[config.mk]
export PLATFORM = sky130hd
export DESIGN_NAME = int_arbiter_flat
export DESIGN_NICKNAME = d
export VERILOG_FILES = /design/src/rtl/int_arbiter_if.sv /design/src/rtl/int_arbiter.sv /design/src/flat_wrapper.sv
export SDC_FILE = /design/constraint.sdc
export NUM_CORES = 1
export LEC_CHECK = 0
export CORE_UTILIZATION = 42
export DETAILED_ROUTE_END_ITERATION = 7
export MAX_ROUTING_LAYER = met4
export PLACE_DENSITY = 0.81
export SYNTH_ARGS = -nofsm -noshare
export SYNTH_HDL_FRONTEND = slang
export SYNTH_SLANG_ARGS = --single-unit
export TNS_END_PERCENT = 10
[constraint.sdc]
create_clock -name clk -period 2.95 [get_ports clk]
set_input_delay 0.4425 -clock clk [delete_from_list [all_inputs] [get_ports clk]]
set_output_delay 0.4425 -clock clk [all_outputs]
set_load 0.02 [all_outputs]
[src/rtl/int_arbiter_if.sv]
// Bridge register bus and interrupt handshake between the CPU side and int_arbiter.
interface int_arbiter_if #(
  parameter int unsigned N_SRC = 6
);
  logic [31:0]      Addr;
  logic             WE;
  logic [31:0]      Din;
  logic [31:0]      Dout;
  logic [N_SRC-1:0] irq_src;
  logic             int_ack;
  logic             irq_out;
  logic [2:0]       irq_id;

  modport master (
    output Addr, WE, Din, irq_src, int_ack,
    input  Dout, irq_out, irq_id
  );

  modport slave (
    input  Addr, WE, Din, irq_src, int_ack,
    output Dout, irq_out, irq_id
  );
endinterface

[src/rtl/int_arbiter.sv]
// Memory-mapped interrupt controller: pending/mask/mode registers, fixed-priority
// arbitration and an assert/ack/EOI handshake toward the CPU's single irq input.
module int_arbiter #(
  parameter int unsigned N_SRC     = 6,
  parameter logic [31:0] BASE_ADDR = 32'h0000_7f50
) (
  input logic          clk,
  input logic          reset,
  int_arbiter_if.slave bus
);

  typedef enum logic [1:0] {IDLE, ASSERT, SERVICE} state_t;

  state_t           state, state_n;
  logic [N_SRC-1:0] pending, pending_n;
  logic [N_SRC-1:0] mask, mode, src_q;
  logic [N_SRC-1:0] rise, clr, req;
  logic [7:0]       req_ext;
  logic [2:0]       winner;
  logic             irq_out, irq_out_n;
  logic [2:0]       irq_id, irq_id_n;

  logic [31:0] off;
  logic        in_win;
  logic [2:0]  word;
  logic        wr_pend, wr_mask, wr_mode, wr_eoi;
  logic [31:0] dout;
  logic        unused_din;

  // Addresses below BASE_ADDR wrap to large offsets, so one compare bounds the window.
  assign off    = bus.Addr - BASE_ADDR;
  assign in_win = (off <= 32'h13);
  assign word   = off[4:2];

  assign wr_pend = bus.WE && in_win && (word == 3'd0);
  assign wr_mask = bus.WE && in_win && (word == 3'd1);
  assign wr_mode = bus.WE && in_win && (word == 3'd2);
  assign wr_eoi  = bus.WE && in_win && (word == 3'd4);

  assign unused_din = ^bus.Din[31:N_SRC];

  // Edge bits: sticky, set beats W1C. Level bits: follow the source.
  assign rise      = bus.irq_src & ~src_q;
  assign clr       = wr_pend ? bus.Din[N_SRC-1:0] : '0;
  assign pending_n = (mode & ((pending & ~clr) | rise)) | (~mode & bus.irq_src);
  assign req       = pending & mask;

  always_comb begin
    req_ext = '0;
    req_ext[N_SRC-1:0] = req;
    winner = '0;
    for (int unsigned i = N_SRC; i > 0; i--) begin
      if (req[i-1]) winner = 3'(i - 1);
    end
  end

  always_comb begin
    state_n   = state;
    irq_out_n = irq_out;
    irq_id_n  = irq_id;
    case (state)
      IDLE: begin
        if (|req) begin
          state_n   = ASSERT;
          irq_out_n = 1'b1;
          irq_id_n  = winner;
        end
      end
      ASSERT: begin
        if (bus.int_ack) begin
          state_n   = SERVICE;
          irq_out_n = 1'b0;
        end else if (!req_ext[irq_id]) begin
          state_n   = IDLE;
          irq_out_n = 1'b0;
        end
      end
      SERVICE: begin
        irq_out_n = 1'b0;
        if (wr_eoi) state_n = IDLE;
      end
      default: begin
        state_n   = IDLE;
        irq_out_n = 1'b0;
      end
    endcase
  end

  always_ff @(posedge clk or posedge reset) begin
    if (reset) begin
      state   <= IDLE;
      irq_out <= 1'b0;
      irq_id  <= '0;
      pending <= '0;
      mask    <= '0;
      mode    <= '1;
      src_q   <= '0;
    end else begin
      state   <= state_n;
      irq_out <= irq_out_n;
      irq_id  <= irq_id_n;
      pending <= pending_n;
      src_q   <= bus.irq_src;
      if (wr_mask) mask <= bus.Din[N_SRC-1:0];
      if (wr_mode) mode <= bus.Din[N_SRC-1:0];
    end
  end

  always_comb begin
    dout = '0;
    if (in_win) begin
      case (word)
        3'd0:    dout = {{(32-N_SRC){1'b0}}, pending};
        3'd1:    dout = {{(32-N_SRC){1'b0}}, mask};
        3'd2:    dout = {{(32-N_SRC){1'b0}}, mode};
        3'd3:    dout = {(state == SERVICE), 28'd0, irq_id};
        default: dout = '0;
      endcase
    end
  end

  assign bus.Dout    = dout;
  assign bus.irq_out = irq_out;
  assign bus.irq_id  = irq_id;

endmodule

[src/flat_wrapper.sv]
// flat-port wrapper written by rule: the top's interface ports become plain ports
module int_arbiter_flat 
#(
  parameter int unsigned N_SRC     = 6,
  parameter logic [31:0] BASE_ADDR = 32'h0000_7f50
)
  (clk, reset, bus_Addr, bus_WE, bus_Din, bus_irq_src, bus_int_ack, bus_Dout, bus_irq_out, bus_irq_id);
  int_arbiter_if #(.N_SRC(N_SRC)) bus_i ();
  input logic clk;
  input logic reset;
  input wire logic [$bits(bus_i.Addr)-1:0] bus_Addr;
  input wire logic [$bits(bus_i.WE)-1:0] bus_WE;
  input wire logic [$bits(bus_i.Din)-1:0] bus_Din;
  input wire logic [$bits(bus_i.irq_src)-1:0] bus_irq_src;
  input wire logic [$bits(bus_i.int_ack)-1:0] bus_int_ack;
  output wire logic [$bits(bus_i.Dout)-1:0] bus_Dout;
  output wire logic [$bits(bus_i.irq_out)-1:0] bus_irq_out;
  output wire logic [$bits(bus_i.irq_id)-1:0] bus_irq_id;
  assign bus_i.Addr = bus_Addr;
  assign bus_i.WE = bus_WE;
  assign bus_i.Din = bus_Din;
  assign bus_i.irq_src = bus_irq_src;
  assign bus_i.int_ack = bus_int_ack;
  assign bus_Dout = bus_i.Dout;
  assign bus_irq_out = bus_i.irq_out;
  assign bus_irq_id = bus_i.irq_id;
  int_arbiter #(.N_SRC(N_SRC), .BASE_ADDR(BASE_ADDR)) u_core (.clk(clk), .reset(reset), .bus(bus_i));
endmodule
## Yosys cells after proc, flatten, opt, wreduce, memory -nomap -nowiden

Cells that the tools add are included.
W data, S select, Z words.

| operators by class | value |
|---|---|
| bitwise logic cells | 10 |
| eq/ne operators | 9 |
| reduce and logical (&&, ||, !) cells | 11 |
| $lt $le $gt $ge | 2 |
| add/subtract/negate cells | 1 |
| mux-type cells | 20 |

Operator list:

| operator | number |
|---|---|
| $pmux W32 S4 | 1 |
| $le A32 B5 Y1 const B | 1 |
| $mux W32 | 1 |
| $sub A32 B15 Y32 const B | 1 |
| $and A6 B6 Y6 | 5 |
| $mux W3 | 6 |
| $not A6 Y6 | 3 |
| $or A6 B6 Y6 | 2 |
| $mux W2 | 4 |
| $eq A3 B2 Y1 const B | 2 |
| $mux W6 | 1 |
| $pmux W2 S3 | 1 |
| $reduce_or A6 Y1 | 1 |
| $logic_and A1 B1 Y1 | 5 |
| $lt A3 B4 Y1 const B | 1 |
| $mux W1 | 4 |
| $ne A2 B1 Y1 const B | 2 |
| $reduce_and A2 Y1 | 2 |
| $bmux W1 S3 | 1 |
| $eq A3 B1 Y1 const B | 1 |
| $eq A3 B3 Y1 const B | 1 |
| $logic_not A3 Y1 | 1 |
| $ne A3 B3 Y1 const B | 1 |
| $reduce_and A3 Y1 | 1 |
| other kinds (4) | 4 |

| storage, ports and cells | value |
|---|---|
| register bits | 30 |
| logic and storage cells | 60 |
| output and inout bits | 36 |

## Longest topological paths before layout

| depth | value |
|---|---|
| depth after elaboration | 10 |
| gate-level depth with buffers | 10 |
| depth with buffers taken out | 9 |

## Worst setup path before layout

OpenSTA, ideal clock, no wires.

| timing | value |
|---|---|
| path kind | input to output |
| from | input bus_Addr[4] |
| to | output bus_Dout[0] |
| buffers on the path | 0 |
| stages | 8 |
| path slack | 0.121 ns |
| arrival | 2.386 ns |
| cells stage by stage | inv_1 > ha_1 > or3_1 > a2111oi_2 > o2111ai_1 > nor3_1 > nand4b_1 > nor2b_1 |

| on the way | value |
|---|---|
| word-level cells in the longest chain between the ends | 4 |
| elaborated cells between the ends (all ways) | 8 |
| those cells by class | 1 x add/sub; 1 x order compare; 3 x eq/ne; 2 x mux; 1 x reduce/logical |

RTL lines:

| element | RTL line | source |
|---|---|---|
| from (decl) | flat_wrapper.sv:11 | `input wire logic [$bits(bus_i.Addr)-1:0] bus_Addr;` |
| $sub A32 B15 Y32 (*) | int_arbiter.sv:31 | `assign off = bus.Addr - BASE_ADDR;` |
| branches (longest 2 deep; another with $le A32 B5 Y1) | n/a |  |
| $mux W32 (*) | int_arbiter.sv:111 | `if (in_win) begin` |
| to (decl) | flat_wrapper.sv:16 | `output wire logic [$bits(bus_i.Dout)-1:0] bus_Dout;` |

Mark *: on every way between the ends.

## Final worst setup path

| timing | value |
|---|---|
| from | input bus_Addr[5] |
| to | output bus_Dout[2] |

| on the way | value |
|---|---|
| word-level cells in the longest chain between the ends | 3 |

RTL lines:

| element | RTL line | source |
|---|---|---|
| $sub A32 B15 Y32 | int_arbiter.sv:31 |  |
| $le A32 B5 Y1 | int_arbiter.sv:32 | `assign in_win = (off <= 32'h13);` |
| $mux W32 | int_arbiter.sv:111 |  |

Every way passes these cells.

==> impl_metrics.env <==
export IMPL_start_kind="input pin"
export IMPL_core_um2=5507
export IMPL_path_class="in2out"
export IMPL_fmax_ghz=0.3344
export IMPL_layout_min_cycle_time_ns=2.991
export IMPL_hold_violations=0
export IMPL_setup_ws_ns=-0.04076
export IMPL_wl_um=7444
export IMPL_grt_max_degree=31
export IMPL_start_util=0.4340
export IMPL_crit_path_end_kind="output pin"
export IMPL_maxCapViolCount=0
export IMPL_drt_pass1_iterations=4
export IMPL_cts_inserted_buffers=5
export IMPL_dieArea_um2=5995
export IMPL_rsz0062_at_grt="true"
export IMPL_power_leakage_nw=1.683
export IMPL_skew_ns=0.006908
export IMPL_r2r_end="u_core.bus.irq_out"
export IMPL_hold_slack_ns=0.5218
export IMPL_io_pins=110
export IMPL_antenna_found_initial=0
export IMPL_hold_end="u_core.mask[1]"
export IMPL_status="finished, violations left"
export IMPL_reg2regPathDepth=5
export IMPL_clk_pin_slew_worst_paths_ns=0.06
export IMPL_cp_required_ns=2.51
export IMPL_power_density_nw_per_um2=274.5
export IMPL_fin_nets=472
export IMPL_r2r_slack_ns=1.44
export IMPL_ant_nets=0
export IMPL_via_per_inst=5.535
export IMPL_ys_ff_latch=30
export IMPL_grt_pass1_vias=2631
export IMPL_synth_top_flop_cell="dfrtp_1"
export IMPL_crit_start="bus_Addr[5]"
export IMPL_cts_buffer_depth=2
export IMPL_insertion_delay_ns=0.29
export IMPL_placement_io_buffers=58
export IMPL_diodes=0
export IMPL_cp_arrival_ns=2.55
export IMPL_violations="setup timing"
export IMPL_synth_seq_area_share=0.3173
export IMPL_syn_inst=269
export IMPL_numClockSinks=30
export IMPL_postSynthAreaPerCell_um2=8.884
export IMPL_root_buffer="clkbuf_8"
export IMPL_utilization=0.6733
export IMPL_hold_class="reg2reg"
export IMPL_drt_iter0_drc=171
export IMPL_holdPathStages=1
export IMPL_syn_to_final_growth_pct=55.13
export IMPL_grt_pass1_wl_um=11960
export IMPL_async_flop_share=1.000
export IMPL_gp_congestion=0.9328
export IMPL_drive_gt1_frac=0.3602
export IMPL_chipWidth_um=77.43
export IMPL_wl_per_cell_um=15.87
export IMPL_setup_viol=7
export IMPL_irDropWorstVdd_mv=0.3425
export IMPL_crit_path_max_fanout=4
export IMPL_syn_area_um2=2390
export IMPL_synth_edff_count=0
export IMPL_ys_types=55
export IMPL_yosysWarnings=0
export IMPL_floorplan_rows=27
export IMPL_drv_slew=0
export IMPL_tritoncts="done"
export IMPL_drc_errors=0
export IMPL_grtUsageTotal=0.2589
export IMPL_dp_hpwl_um=5341
export IMPL_min_from="u_core.mask[1]"
export IMPL_reg2reg_from="u_core.pending[4]"
export IMPL_grt_overflow=0
export IMPL_die_h_um=77.43
export IMPL_vias=2596
export IMPL_post_route_period_util=1.014
export IMPL_htreeDepth=2
==> cells in the mapped netlist (all sizes together), types with 2 or more instances <==
cell type	instances	area (µm²)
xor2	2	17.52
o21a	2	15.01
and3	3	18.77
or2	2	12.51
dfstp	6	157.7
a31oi	7	43.79
nor3b	2	15.01
nand2	31	116.4
a21oi	11	55.05
xnor2	5	43.79
clkbuf	4	15.01
nor3	7	35.03
dfrtp	24	600.6
nor2b	8	50.05
o2111ai	3	26.28
and4b	2	20.02
buf	26	192.7
ha	2	25.02
and4	3	26.28
inv	8	30.03
nand3	12	60.06
nand4	4	37.53
and2	2	12.51
o21ai	15	75.07
a22oi	8	60.06
o211ai	3	22.52
nor2	17	63.81
a211oi	3	27.52
mux2	13	146.4
mux2i	3	30.03
nand4b	3	26.28
mux4	4	90.09
nor4b	2	17.52
nor4	7	58.81
==> how the worst max path moves through the flow <==
stage | end | slack (ns) | cells after the start
after floorplan | bus_Dout[0] | 0.12 | 8
after global placement | bus_Dout[1] | -0.98 | 11
after detailed placement | bus_Dout[1] | -1.01 | 11
after CTS | bus_Dout[2] | -0.01 | 11
after global routing | bus_Dout[3] | -0.11 | 11
final | bus_Dout[2] | -0.04 | 11
==> final cells by class <==
type,count,area (µm²)
inverter,8,35.03
tap,72,90.09
clock buffer,8,80.08
multi-input combinational,225,1675
timing repair buffer,126,1069
sequential,30,758.2
fill,437,1799
==> cell usage in the layout (no fill, tap or decap), drive strengths merged, types with 3 or more instances in the layout <==
cell type,netlist,layout
a211oi,3,3
a21oi,11,11
a22oi,8,8
a31oi,7,7
and3,3,3
and4,3,3
buf,26,81
clkbuf,4,8
clkdlybuf4s15,0,3
clkdlybuf4s50,0,30
conb,1,25
dfrtp,24,24
dfstp,6,6
dlygate4sd2,0,10
inv,8,8
mux2,13,13
mux2i,3,3
mux4,4,4
nand2,31,31
nand3,12,12
nand4,4,4
nand4b,3,3
nor2,17,17
nor2b,8,8
nor3,7,7
nor4,7,7
o2111ai,3,3
o211ai,3,3
o21ai,15,15
xnor2,5,5
==> metal layers <==
metal	part of all wire	global-route usage	wire, µm
met1	0.39	0.2796	2884
met2	0.51	0.4566	3823
met3	0.065	0.04706	484
met4	0.034	0.1245	251
met5	0	-	0
==> stage by stage <==
step,cells,setup TNS [ns],cell area (µm²),total power (W),worst slack [ns]
global placement,449,-12.49,3363,0.0006807,-0.9764
floorplan,293,0,2480,0.0005609,0.1215
CTS,467,-0.02171,3646,0.001019,-0.01137
detailed placement,449,-14.32,3363,0.0006834,-1.009
finish,469,-0.1899,3707,0.001018,-0.04076
global route,469,-0.6141,3707,0.001063,-0.1059
==> where the power goes <==
part | switching [W] | internal [W]
sequential | 0.00000599 | 0.000421
combinational | 0.000144 | 0.000135
clock | 0.000144 | 0.000167
total | 0.000294 | 0.000723
==> logic make-up (layout without fill, tap and decap cells) <==
| logic type | after synthesis | in the layout | synth area share |
|---|---|---|---|
| AO/OA/AOI/OAI | 62 | 62 | 0.1811 |
| buffers and inverters | 38 | 142 | 0.09947 |
| adder cells (fa/ha/maj) | 2 | 2 | 0.01047 |
| other | 1 | 25 | 0.001569 |
| AND/OR/NAND/NOR | 109 | 109 | 0.2529 |
| multiplexers | 20 | 20 | 0.1115 |
| XOR/XNOR | 7 | 7 | 0.02565 |
| flip-flops | 30 | 30 | 0.3173 |
==> critical path, stage by stage <==
cell and delay [ns]:
buf_8 0.10, buf_6 0.12, o21a_4 0.22, o211a_4 0.27, o41ai_4 0.37, o2111ai_1 0.16, nor3_1 0.23, nand4b_1 0.17
buf_4 0.19, nor2b_1 0.12, buf_4 0.15
==> sequential cells by signal, indices dropped and copies added, names as in the netlist <==
register,count
u_core.state,2
u_core.bus.irq_out,1
u_core.pending,6
u_core.src_q,6
u_core.mode,6
u_core.bus.irq_id,3
u_core.mask,6
==> what timing repair did <==
action	CTS	global route
pin swaps	18	5
buffers inserted	10	2
cloned	1	0
endpoints found under the setup margin	25	9
gates resized for setup	112	15
hold buffers	0	0
(Power assumes the default switching activity.)
